**src/rtl/ir_receiver.sv**
```systemverilog
// IR remote frame decoder: recovers the carrier envelope, times bursts and gaps in
// units, and decodes START / SELECT / 4 command bits into COMMAND with strobes.
module ir_receiver #(
   parameter int CLK_PER_UNIT   = 2500,
   parameter int ENV_HOLD       = 3000,
   parameter int START_UNITS    = 191,
   parameter int SELECT_UNITS   = 47,
   parameter int ASSERT_UNITS   = 47,
   parameter int DEASSERT_UNITS = 22,
   parameter int TOL_UNITS      = 4,
   parameter int GAP_MAX_UNITS  = 40
) (
   input  logic       CLK,
   input  logic       RESET,
   input  logic       IR_IN,
   output logic [3:0] COMMAND,
   output logic       COMMAND_VALID,
   output logic       FRAME_ERR,
   output logic       BUSY
);

   localparam int PRESC_W = $clog2(CLK_PER_UNIT + 1);
   localparam int HOLD_W  = $clog2(ENV_HOLD + 1);

   typedef enum logic [1:0] {
      IDLE,
      WAIT_SEL,
      BITS
   } state_t;

   typedef enum logic [1:0] {
      CLS_INVALID,
      CLS_START,
      CLS_LONG,
      CLS_SHORT
   } burst_class_t;

   logic               sync_ff1;
   logic               sync_ff2;
   logic               sync_prev;
   logic               ir_rise;

   logic               env;
   logic               env_d;
   logic               env_edge;
   logic               env_fall;
   logic [HOLD_W-1:0]  hold_cnt;

   logic [PRESC_W-1:0] presc_cnt;
   logic [7:0]         unit_cnt;

   burst_class_t       burst_class;
   logic               is_select;
   logic               gap_timeout;

   state_t             state;
   state_t             state_next;

   logic [1:0]         bit_cnt;
   logic [2:0]         shift_reg;
   logic               shift_en;
   logic               shift_bit;
   logic               bits_clear;
   logic               frame_done;
   logic               frame_abort;

   function automatic logic in_window(input logic [7:0] u, input int nominal);
      return (int'(u) >= nominal - TOL_UNITS) && (int'(u) <= nominal + TOL_UNITS);
   endfunction

   always_ff @(posedge CLK or negedge RESET) begin
      if (!RESET) begin
         sync_ff1  <= 1'b0;
         sync_ff2  <= 1'b0;
         sync_prev <= 1'b0;
      end else begin
         sync_ff1  <= IR_IN;
         sync_ff2  <= sync_ff1;
         sync_prev <= sync_ff2;
      end
   end

   assign ir_rise = sync_ff2 & ~sync_prev;

   // Envelope stays high for ENV_HOLD cycles past the last carrier edge, bridging carrier gaps.
   always_ff @(posedge CLK or negedge RESET) begin
      if (!RESET) begin
         env      <= 1'b0;
         env_d    <= 1'b0;
         hold_cnt <= '0;
      end else begin
         env_d <= env;
         if (ir_rise) begin
            env      <= 1'b1;
            hold_cnt <= HOLD_W'(ENV_HOLD);
         end else if (env) begin
            hold_cnt <= hold_cnt - HOLD_W'(1);
            if (hold_cnt == HOLD_W'(1)) begin
               env <= 1'b0;
            end
         end
      end
   end

   assign env_edge = env ^ env_d;
   assign env_fall = env_d & ~env;

   always_ff @(posedge CLK or negedge RESET) begin
      if (!RESET) begin
         presc_cnt <= '0;
         unit_cnt  <= '0;
      end else if (env_edge) begin
         presc_cnt <= '0;
         unit_cnt  <= '0;
      end else if (presc_cnt == PRESC_W'(CLK_PER_UNIT - 1)) begin
         presc_cnt <= '0;
         if (unit_cnt != 8'hFF) begin
            unit_cnt <= unit_cnt + 8'd1;
         end
      end else begin
         presc_cnt <= presc_cnt + PRESC_W'(1);
      end
   end

   // On the fall cycle unit_cnt still holds the length of the burst that just ended.
   always_comb begin
      burst_class = CLS_INVALID;
      if (in_window(unit_cnt, START_UNITS)) begin
         burst_class = CLS_START;
      end else if (in_window(unit_cnt, ASSERT_UNITS)) begin
         burst_class = CLS_LONG;
      end else if (in_window(unit_cnt, DEASSERT_UNITS)) begin
         burst_class = CLS_SHORT;
      end
   end

   assign is_select   = in_window(unit_cnt, SELECT_UNITS);
   assign gap_timeout = (state != IDLE) && !env && !env_d &&
                        (unit_cnt > 8'(GAP_MAX_UNITS));

   always_ff @(posedge CLK or negedge RESET) begin
      if (!RESET) begin
         state <= IDLE;
      end else begin
         state <= state_next;
      end
   end

   always_comb begin
      state_next = state;
      if (env_fall) begin
         case (state)
            IDLE: begin
               if (burst_class == CLS_START) begin
                  state_next = WAIT_SEL;
               end
            end
            WAIT_SEL: begin
               if (is_select) begin
                  state_next = BITS;
               end else if (burst_class != CLS_START) begin
                  state_next = IDLE;
               end
            end
            BITS: begin
               case (burst_class)
                  CLS_START: state_next = WAIT_SEL;
                  CLS_LONG,
                  CLS_SHORT: begin
                     if (bit_cnt == 2'd3) begin
                        state_next = IDLE;
                     end
                  end
                  default:   state_next = IDLE;
               endcase
            end
            default: state_next = IDLE;
         endcase
      end else if (gap_timeout) begin
         state_next = IDLE;
      end
   end

   // A different-car SELECT leaves WAIT_SEL silently; only INVALID bursts abort with an error.
   always_comb begin
      shift_en    = 1'b0;
      shift_bit   = 1'b0;
      bits_clear  = 1'b0;
      frame_done  = 1'b0;
      frame_abort = 1'b0;
      BUSY        = (state != IDLE);
      if (env_fall) begin
         case (state)
            WAIT_SEL: begin
               if (is_select) begin
                  bits_clear = 1'b1;
               end else if (burst_class == CLS_INVALID) begin
                  frame_abort = 1'b1;
               end
            end
            BITS: begin
               if ((burst_class == CLS_LONG) || (burst_class == CLS_SHORT)) begin
                  shift_en   = 1'b1;
                  shift_bit  = (burst_class == CLS_LONG);
                  frame_done = (bit_cnt == 2'd3);
               end else if (burst_class == CLS_INVALID) begin
                  frame_abort = 1'b1;
               end
            end
            default: begin
            end
         endcase
      end else if (gap_timeout) begin
         frame_abort = 1'b1;
      end
   end

   always_ff @(posedge CLK or negedge RESET) begin
      if (!RESET) begin
         shift_reg     <= '0;
         bit_cnt       <= '0;
         COMMAND       <= '0;
         COMMAND_VALID <= 1'b0;
         FRAME_ERR     <= 1'b0;
      end else begin
         COMMAND_VALID <= frame_done;
         FRAME_ERR     <= frame_abort;
         if (bits_clear) begin
            shift_reg <= '0;
            bit_cnt   <= '0;
         end else if (shift_en) begin
            shift_reg <= {shift_reg[1:0], shift_bit};
            bit_cnt   <= bit_cnt + 2'd1;
         end
         if (frame_done) begin
            COMMAND <= {shift_reg, shift_bit};
         end
      end
   end

endmodule

```
**config.mk**
```make
export PLATFORM = sky130hd
export DESIGN_NAME = ir_receiver
export DESIGN_NICKNAME = d
export VERILOG_FILES = /design/src/rtl/ir_receiver.sv
export SDC_FILE = /design/constraint.sdc
export NUM_CORES = 1
export LEC_CHECK = 0
export BUFFER_PORTS_ARGS = -buffer_cell sky130_fd_sc_hd__buf_2
export CORE_MARGIN = 2
export CORE_UTILIZATION = 55
export DETAILED_ROUTE_END_ITERATION = 6
export PLACE_DENSITY = 0.87
export REMOVE_ABC_BUFFERS = 1
export SYNTH_ARGS = -nofsm -noshare
export SYNTH_HDL_FRONTEND = slang
export SYNTH_SLANG_ARGS = --single-unit
```
**constraint.sdc**
```tcl
create_clock -name CLK -period 2 [get_ports CLK]
set_input_delay 0.3 -clock CLK [delete_from_list [all_inputs] [get_ports CLK]]
set_output_delay 0.3 -clock CLK [all_outputs]
set_load 0.02 [all_outputs]
```
# [After elaboration in Yosys (flattened, before gate mapping)]
# Cells that the tools add are included.
[totals] out_inout_bits=7 in_bits=3 regBits=50 word_cells=106
[op_classes] n_bitwise=5 n_reduce_logical=20 addsub=4 eq_ne=13 mux=43 order_cmp=7
[ops] cell="$mux 12" n=4
[ops] cell="$mux 8" n=3
[ops] cell="$mux 2" n=11
[ops] cell="$mux 1" n=20
[ops] cell="$add 12x1->12 const B" n=1
[ops] cell="$eq 12x1->1 const B" n=1
[ops] cell="$eq 12x12->1 const B" n=1
[ops] cell="$reduce_bool 2->1" n=6
[ops] cell="$sub 12x1->12 const B" n=1
[ops] cell="$add 8x1->8 const B" n=1
[ops] cell="$eq 2x2->1 const B" n=4
[ops] cell="$ge 8x5->1 const B" n=1
[ops] cell="$ge 8x6->1 const B" n=1
[ops] cell="$ge 8x8->1 const B" n=1
[ops] cell="$gt 8x6->1 const B" n=1
[ops] cell="$le 8x5->1 const B" n=1
[ops] cell="$le 8x6->1 const B" n=1
[ops] cell="$le 8x8->1 const B" n=1
[ops] cell="$ne 4x4->1 const B" n=2
[ops] cell="$ne 8x8->1 const B" n=1
[ops] cell="$logic_and 1x1->1" n=6
[ops] cell="$mux 3" n=2
[ops] cell="$pmux 2 s3" n=1
[ops] cell="$eq 2x1->1 const B" n=2
[ops] cell="other kinds (14)" n=18

# [Logic depth before layout (Yosys ltp)]
# Gate-level depths: netlist (run 1).
[logic_depth] ltp_word=12 mapped_depth=8

# [Least setup slack after synthesis (run 1)]
# OpenSTA, ideal clock, no wires.
[synth_timing] kind="register to register" startpoint="register unit_cnt[5]" endpoint="register COMMAND[3]" path_stages_with_launch=7 setup_slack_ns=0.008 arrival_time_ns=1.867 t_required_ns=1.875 cell_sequence="dfrtp_1 -> or4b_1 -> a221o_1 -> o21ai_2 -> nand3_2 -> inv_2 -> mux2_2"
[synth_via] elab_chain_len=10 elab_cells_between_ends=18 cone_classes="6 x order compare; 2 x eq/ne; 6 x mux; 4 x reduce/logical"
[synth_rtl] element="start: declaration" line_no="50" text="logic [7:0] unit_cnt;"
[synth_rtl] element="start signal: assignment" line_no="118" text="unit_cnt <= unit_cnt + 8'd1;"
[synth_rtl] element="$ge 8x5->1 / $le 8x5->1 (equally long branches)" line_no="68" text="return (int'(u) >= nominal - TOL_UNITS) && (int'(u) <= nominal + TOL_UNITS);"
[synth_rtl] element="$logic_and 1x1->1" line_no="68"
[synth_rtl] element="$mux 2" line_no="132" text="end else if (in_window(unit_cnt, DEASSERT_UNITS)) begin"
[synth_rtl] element="$mux 2" line_no="130" text="end else if (in_window(unit_cnt, ASSERT_UNITS)) begin"
[synth_rtl] element="$mux 2 (*)" line_no="128" text="if (in_window(unit_cnt, START_UNITS)) begin"
[synth_rtl] element="$eq 2x2->1" line_no="202" text="if ((burst_class == CLS_LONG) || (burst_class == CLS_SHORT)) begin"
[synth_rtl] element="$logic_or 1x1->1 (*)" line_no="202"
[synth_rtl] element="$mux 1 (*)" line_no="202"
[synth_rtl] element="$mux 1 (*)" line_no="193" text="case (state)"
[synth_rtl] element="$mux 1 (*)" line_no="192" text="if (env_fall) begin"
[synth_rtl] element="net frame_done" line_no="64" text="logic frame_done;"
[synth_rtl] element="end signal: assignment" line_no="236" text="COMMAND <= {shift_reg, shift_bit};"
[synth_rtl] element="end: declaration" line_no="16" text="output logic [3:0] COMMAND,"
# Mark *: on every way through the listed nets, which the timed path passes. The rest lies on a longest branch.
# A chain may end at the register's enable or synchronous reset.

# [Worst setup path in the final report (run 1)]
[layout_timing] startpoint="register unit_cnt[6]" endpoint="register COMMAND[3]"
# The elaborated chain is that of the path after synthesis.

==> impl_summary.md, run 1 <==
Run status
The flow ran to the end, and the final reports show no timing, DRC or antenna violations.

Final layout
The repair_antennas step left the layout with diodes totalling 0. The largest registers in the layout are hold_cnt: 12 flops, presc_cnt: 12 flops, unit_cnt: 8 flops. The number of filler cells placed in the layout is 326.

The area of the multi-input gates is 1260 sq um. The layout overhead on the synthesized area is 17.2%. In the final layout, the share of cells above drive strength 1 is 20.4%. The storage element area is 1250 sq um. Excluding fillers, the count of instances in the completed layout stands at 341. The total number of nets in the final design is 302. The utilization after layout is 67.4%.

Clock network
The clock tree synthesis step divided the H-tree into 2 levels. The clock input transition at the sequential cells of the worst setup and hold paths is 0.09 ns. The clock buffer count from CTS is 5. The number of sinks driven by the clock tree is 50. The maximum buffer depth of the clock tree is 2.

The source-to-sink clock delay at the later pin of the worst-skew pair is 0.30 ns. The clock root buffer is clkbuf_8. TritonCTS built the clock tree.

Place
At the placement stage, the worst setup path has a slack of -0.0181 ns. The HPWL after detailed placement is 3530 microns. The number of input and output port buffers inserted is 9. The placer's final routability congestion estimate is 0.874.

The number of placed instances, taps included is 327.

STA
Across all hold checks on the routed design, the worst slack comes to 0.0949 ns. For the final database, setup skew stands at 0.00316 ns. The worst-margin pin slew is 0.510 ns. The hold violation total from the final report is 0. The sum of negative setup slack is 0 ns. The final-report max-slew violation count was 0. The headroom to the max-slew limit is 66.0%. The fraction of the cycle the final worst path needs is 97.7%. The shortest period the worst path allows is 1.95 ns. Setup violations remaining at the end of the flow were counted as 0.

The achievable clock frequency is 512 MHz. Setup slack closes at 0.0464 ns.

Logic synthesis
A synthesized cell averages 10.0 sq um. The flip-flop cell with the highest count after synthesis is dfrtp_1. Yosys mapped the design onto 44 distinct sky130hd cell types. The Yosys step of the flow raised 0 warnings.

The post-synthesis instance area is 2540 sq um. The post-synthesis instance total is 253. In this run, synthesis produced a sequential element count of 50.

The async set or reset register ratio after synthesis is 100%. The count of flip-flops with a built-in enable after synthesis is 0. The synthesized design devotes to its leading area cell type 49.3% of total area.

The sequential share of the synthesized area is 49.3%. By area the synthesized netlist is led by dfrtp_1 49%, ha_1 5.4%, o21ai_0 4.1%. The synthesized design spends more area on one cell type than any other, namely dfrtp_1.

Floorplanning
The total area inside the core boundary comes to 4410 sq um. The floorplan has 24 rows. The full die area is 5180 sq um. The initial standard-cell utilization of the core is 57.5%.

The vertical die dimension is 72.0 microns. 10 I/O pins were placed. The width of the chip is 72.0 microns.

Critical path
Data on the critical path is required at its endpoint by 2.20 ns. The setup path with the least slack is of type reg2reg. The element type at the critical path start is a flop. The maximum fanout encountered on the critical timing path is 3.

STA classifies the critical path endpoint as a flop. The arrival time of data at the critical path endpoint is 2.15 ns. The number of cells on the worst reg-to-reg path is 6. The reg-to-reg setup timing slack is 0.05 ns.

Global route
The aggregate global routing overflow is 0. The first-pass GRT wire length is 8470 microns. The total track usage is 21.0%.

The via count of the first global-routing pass is 1,959. Entering global routing, the biggest net connects 31 pins. The number of antenna violations at the first check in global routing is 0.

Route
In the routed design, unresolved DRC markers number 0. The via density per instance is 5.87. The number of DRC violations after detailed-routing iteration 0 is 108. After detailed routing, the average wire length per cell comes to 14.9 microns. The detailed-routing iteration count for the pre-antenna-repair pass is 4. Once detail routing completed, the nets flagged for antenna violations numbered 0. The final wirelength is 5100 microns. The total vias in the final route is 2,000.

Job
Max-cap violations in this run came to 0.

Pwr
Summed over all cells, the static leakage comes to 1.36 nW. Across the VDD grid, the largest voltage drop is 0.587 mV. For this design the ratio of total power to cell area is 872 nW/um^2.

Hold path
The worst hold path belongs to the class in2reg. Along the worst hold path, the cell count comes to 1.
==> Yosys cell counts (all sizes together) (2+ instances only) <==
cell and number:
a21boi 6, a21oi 8, and2 4, and3 7
buf 4, clkbuf 2, dfrtp 50, ha 11
inv 10, mux2 3, mux2i 3, nand2 17
nand2b 3, nand3 18, nand4 4, nor2 22
nor2b 3, nor4 5, nor4b 3, o21a 3
o21ai 22, o31ai 4, or3 9, or3b 2
or4 2, or4b 2, xnor2 6, xor2 9
==> worst max-delay path, stage by stage (launching register included) <==
cell and delay (ns):
dfrtp_1 0.39, or4b_1 0.52, a221o_1 0.32, o21ai_2 0.09, nand3_2 0.11, inv_2 0.11
mux2_4 0.31
==> final timing paths <==
check | from | to
max | unit_cnt[6] | COMMAND[3]
min | IR_IN | sync_ff1
max reg2reg | unit_cnt[6] | COMMAND[3]
min reg2reg | sync_ff1 | sync_ff2
max in group asynchronous | RESET | sync_ff1
min in group asynchronous | RESET | bit_cnt[0]
==> area by class of cell <==
cell class / instances / share of cell area, %
Clock buffer: 5 / 2.31
Inverter: 10 / 1.26
Timing Repair Buffer: 34 / 8.32
Tap cell: 52 / 2.19
Clock inverter: 3 / 1.47
Multi-Input combinational cell: 187 / 42.4
Sequential cell: 50 / 42.0
==> cell usage in the layout, fill, tap and decap left out, types with 3 or more instances in the layout <==
cell | netlist | final
a21boi_0 | 6 | 5
a21oi_1 | 8 | 7
and2_1 | 4 | 4
and3_1 | 7 | 7
buf_2 | 4 | 9
buf_4 | 0 | 23
clkbuf_8 | 0 | 5
dfrtp_1 | 50 | 50
ha_1 | 11 | 11
inv_1 | 9 | 9
mux2i_1 | 3 | 3
nand2_1 | 17 | 17
nand2b_1 | 3 | 3
nand3_1 | 17 | 17
nand4_1 | 4 | 4
nor2_1 | 22 | 22
nor2b_1 | 3 | 3
nor4_1 | 4 | 4
nor4b_2 | 0 | 3
o21ai_0 | 21 | 20
o31ai_1 | 4 | 4
or3_1 | 9 | 9
xnor2_1 | 6 | 6
xor2_1 | 9 | 9
==> power by group <==
part	internal [mW]	switching [mW]
Combinational	0.274	0.293
Sequential	1.15	0.154
Clock	0.375	0.348
==> per-layer routing <==
metal	global-route usage [%]	vias up	wire length, microns
met4	8.39	0	72
met3	4.58	8	144
met5	0	-	0
li1	-	966	-
met1	25.3	992	2290
met2	36.5	34	2590
==> stage by stage <==
step | cell area [sq um] | power [mW]
final | 2980 | 2.59
after global routing | 2980 | 2.73
after CTS | 2910 | 2.60
after detailed placement | 2780 | 1.86
after global placement | 2780 | 1.83
after floorplan | 2510 | 1.64
==> logic make-up (layout without fill, tap and decap cells) <==
family	count (synthesis)	count (layout)	share of synthesized area [%]
simple gates	106	106	23.1
flops	50	50	49.3
compound gates	49	49	12.0
buf+inv	16	52	2.56
xor+xnor	15	15	5.17
fa+ha+maj	11	11	5.42
mux	6	6	2.51
==> repair_timing <==
action | 4_1_cts | 5_1_grt
hold endpoints to repair | 20 | 0
gates resized for setup | 2 | 9
pin swaps | 0 | 3
setup buffers | 1 | 4
hold buffers | 1 | 0
setup endpoints to repair | 5 | 9
No activity file was read; power rests on OpenSTA's default activity.
==> run 2, diff against run 1 <==
==> config.mk (replaced) <==
export PLATFORM = sky130hd
export DESIGN_NAME = ir_receiver
export DESIGN_NICKNAME = d
export VERILOG_FILES = /design/src/rtl/ir_receiver.sv
export SDC_FILE = /design/constraint.sdc
export NUM_CORES = 1
export LEC_CHECK = 0
export CELL_PAD_IN_SITES_DETAIL_PLACEMENT = 0
export CELL_PAD_IN_SITES_GLOBAL_PLACEMENT = 2
export CORE_MARGIN = 2
export CORE_UTILIZATION = 37
export CTS_CLUSTER_SIZE = 12
export DETAILED_ROUTE_END_ITERATION = 6
export DONT_BUFFER_PORTS = 1
export PLACE_DENSITY = 0.86
export REMOVE_ABC_BUFFERS = 1
export SYNTH_ARGS = -nofsm -noshare
export SYNTH_HDL_FRONTEND = slang
export SYNTH_SLANG_ARGS = --single-unit
==> run 2 against run 1 <==
- utilization shrank 23 points
- wire length shrank 3.1%
- sequential cell count is the same
- worst hold slack gained 0.26 ns
- first-iteration DRC count shrank 21%
- fmax grew 1.2%
- critical path type unchanged
- largest cell class is now flip-flops and latches
- highest routed layer unchanged
==> impl_summary.md, run 2 (synthesis gave the netlist of run 1 again) <==
STA
The achievable clock frequency is 518 MHz. For the pin with the worst max-slew slack, the measured transition is 0.505 ns. The post-route worst setup slack is 0.0704 ns. The clock arrives with 0.0126 ns of skew. Measured against its own limit, the worst slew margin works out to 65.9%.

Setup repair after global routing left no endpoint under its margin. The shortest period the worst path allows is 1.93 ns. The final-report max-slew violation count is 0.

The hold violation total from the final report was 0. The sum of negative setup slack is 0 ns. The setup-violating endpoint count in the final report is 0. Hold is met by 0.358 ns. After layout, the worst path uses 96.5% of the clock period.

Critical path
The maximum fanout encountered on the critical timing path is 3. The critical path capture point type is a flop. The class of the most critical setup path is reg2reg. STA classifies the critical path startpoint as a flop. The required time reported for the critical path endpoint is 2.19 ns.

The depth of the most critical reg-to-reg path is 6. The arrival time of data at the critical path endpoint is 2.12 ns.

Clock network
TritonCTS built the clock tree. The root buffer cell chosen for the clock tree is clkbuf_8. The clock buffer count from CTS is 5. The maximum buffer depth of the clock tree is 2.

The source-to-sink clock delay at the later pin of the worst-skew pair is 0.31 ns. The H-tree was split into 2 levels. The clock input transition at the sequential cells of the worst setup and hold paths is 0.10 ns. The number of sinks driven by the clock tree is 50.

Global route
The first global-routing pass estimated 8380 microns of wire. The total track usage is 13.9%. The largest net degree at the start of global routing is 51. The number of antenna violations at the first check in global routing came to 0. The aggregate global routing overflow is 0. The via count of the first global-routing pass is 1,853.

Final layout
0 antenna diodes ended up in the layout. The most common library cell in the layout ignoring fill and taps is dfrtp_1. From synthesis to final layout, the design area changed by 17.7%. Leaving out fill and tap cells, the most frequent cells in the layout are 50 x dfrtp_1, 27 x buf_4, 22 x nor2_1.

In the final layout, the share of cells above drive strength 1 is 17.9%. The largest registers in the layout are hold_cnt: 12 flops, presc_cnt: 12 flops, unit_cnt: 8 flops. The total number of nets in the final design is 298. The filler cells instantiated in the layout total 651.

Place
The placer's final routability congestion estimate is 0.749. Once detailed placement completed, the half-perimeter wirelength came to 3290 microns. The worst setup slack after placement is 0.0305 ns.

The number of input and output port buffers inserted is 0.

Floorplanning
The vertical die dimension is 86.9 microns. The I/O pin count is 10. The initial standard-cell utilization of the core is 37.8%.

The floorplan core area is 6720 sq um. The width of the chip is 86.9 microns. The die covers 7540 sq um. The placement row count is 30.

Route
The via density per instance is 5.22. The remaining number of nets flagged by the antenna check after routing is 0. The number of DRC violations after detailed-routing iteration 0 is 85. After detailed routing, the total wire length is 4940 microns. Across all layers, the routed design uses 1,907 vias. The final routed wire length divided by cell count is 13.5 microns. The final routed DRC violation total is 0. The detailed-routing iteration count for the pre-antenna-repair pass is 4.

Pwr
The analysis attributes to net switching a power of 0.773 mW. The static power due to leakage is 1.33 nW. In this run, the clock network consumes 25.1% of the power. Power spread over the standard cell area amounts to 837 nW/um^2. The fraction of power consumed by sequential logic is 51.5%. The internal power is 1.73 mW. Across the VDD grid, the largest voltage drop is 0.285 mV. Net switching is 30.9% of the power. The total power is 2.50 mW. The logic gate share of total power is 23.4%.

Run status
The flow ran to the end, and the final reports show no timing, DRC or antenna violations.

Hold path
The number of cells on the worst hold path is 0. The worst hold path belongs to the class reg2reg.

Job
Max-cap violations in this run came to 0.
-- run 2: final cells by class --
class,instances,area [sq um],area share (%)
well taps,80,100,3.35
repair buffers,30,250,8.37
multi-input cells,187,1250,41.8
flip-flops and latches,50,1250,41.9
inverters,10,37.5,1.26
clock buffers,6,82.6,2.76
clock inverters,2,17.5,0.586
-- run 2: routing by layer --
layer / up-vias / track usage (%) / routed length [microns]
met5: - / 0 / 0
met4: 0 / 4.26 / 70
met3: 6 / 2.94 / 120
met2: 23 / 23.0 / 2350
met1: 917 / 18.3 / 2390
li1: 961 / - / -
-- run 2: repair_timing --
action	CTS	global route
hold buffers	3	0
gates cloned	0	0
pin swaps	0	6
endpoints found under the hold margin	51	0
buffers inserted	1	6
gates resized for setup	2	5
endpoints found under the setup margin	2	6
-- run 2: worst paths after layout --
check	startpoint	to	slack, ns
max	unit_cnt[6]	COMMAND[3]	0.07
min	sync_ff1	sync_ff2	0.36
max reg2reg	unit_cnt[6]	COMMAND[3]	0.07
min reg2reg	sync_ff1	sync_ff2	0.36
max in group asynchronous	RESET	FRAME_ERR	1.25
min in group asynchronous	RESET	presc_cnt[1]	0.53
-- run 2: metrics by stage --
step	std cells	utilization [%]	cell area [sq um]
final	365	44.5	2990
after global routing	365	44.5	2990
after CTS	359	43.5	2930
after detailed placement	347	41.1	2760
after global placement	347	41.1	2760
after floorplan	247	-	2510
-- run 2: critical path: stages (launching register included) --
cell and delay (ns):
dfrtp_1 0.39, or4b_1 0.52, a221o_1 0.33, o21ai_2 0.09
nand3_2 0.12, inv_2 0.09, mux2_4 0.29
-- run 2: power groups by stage --
stage	Clock (mW)	Combinational (mW)	Sequential, mW
after floorplan	0	0.323	1.31
after global placement	0	0.515	1.30
after detailed placement	0	0.520	1.31
after CTS	0.660	0.561	1.29
after global routing	0.702	0.658	1.31
final	0.629	0.586	1.29
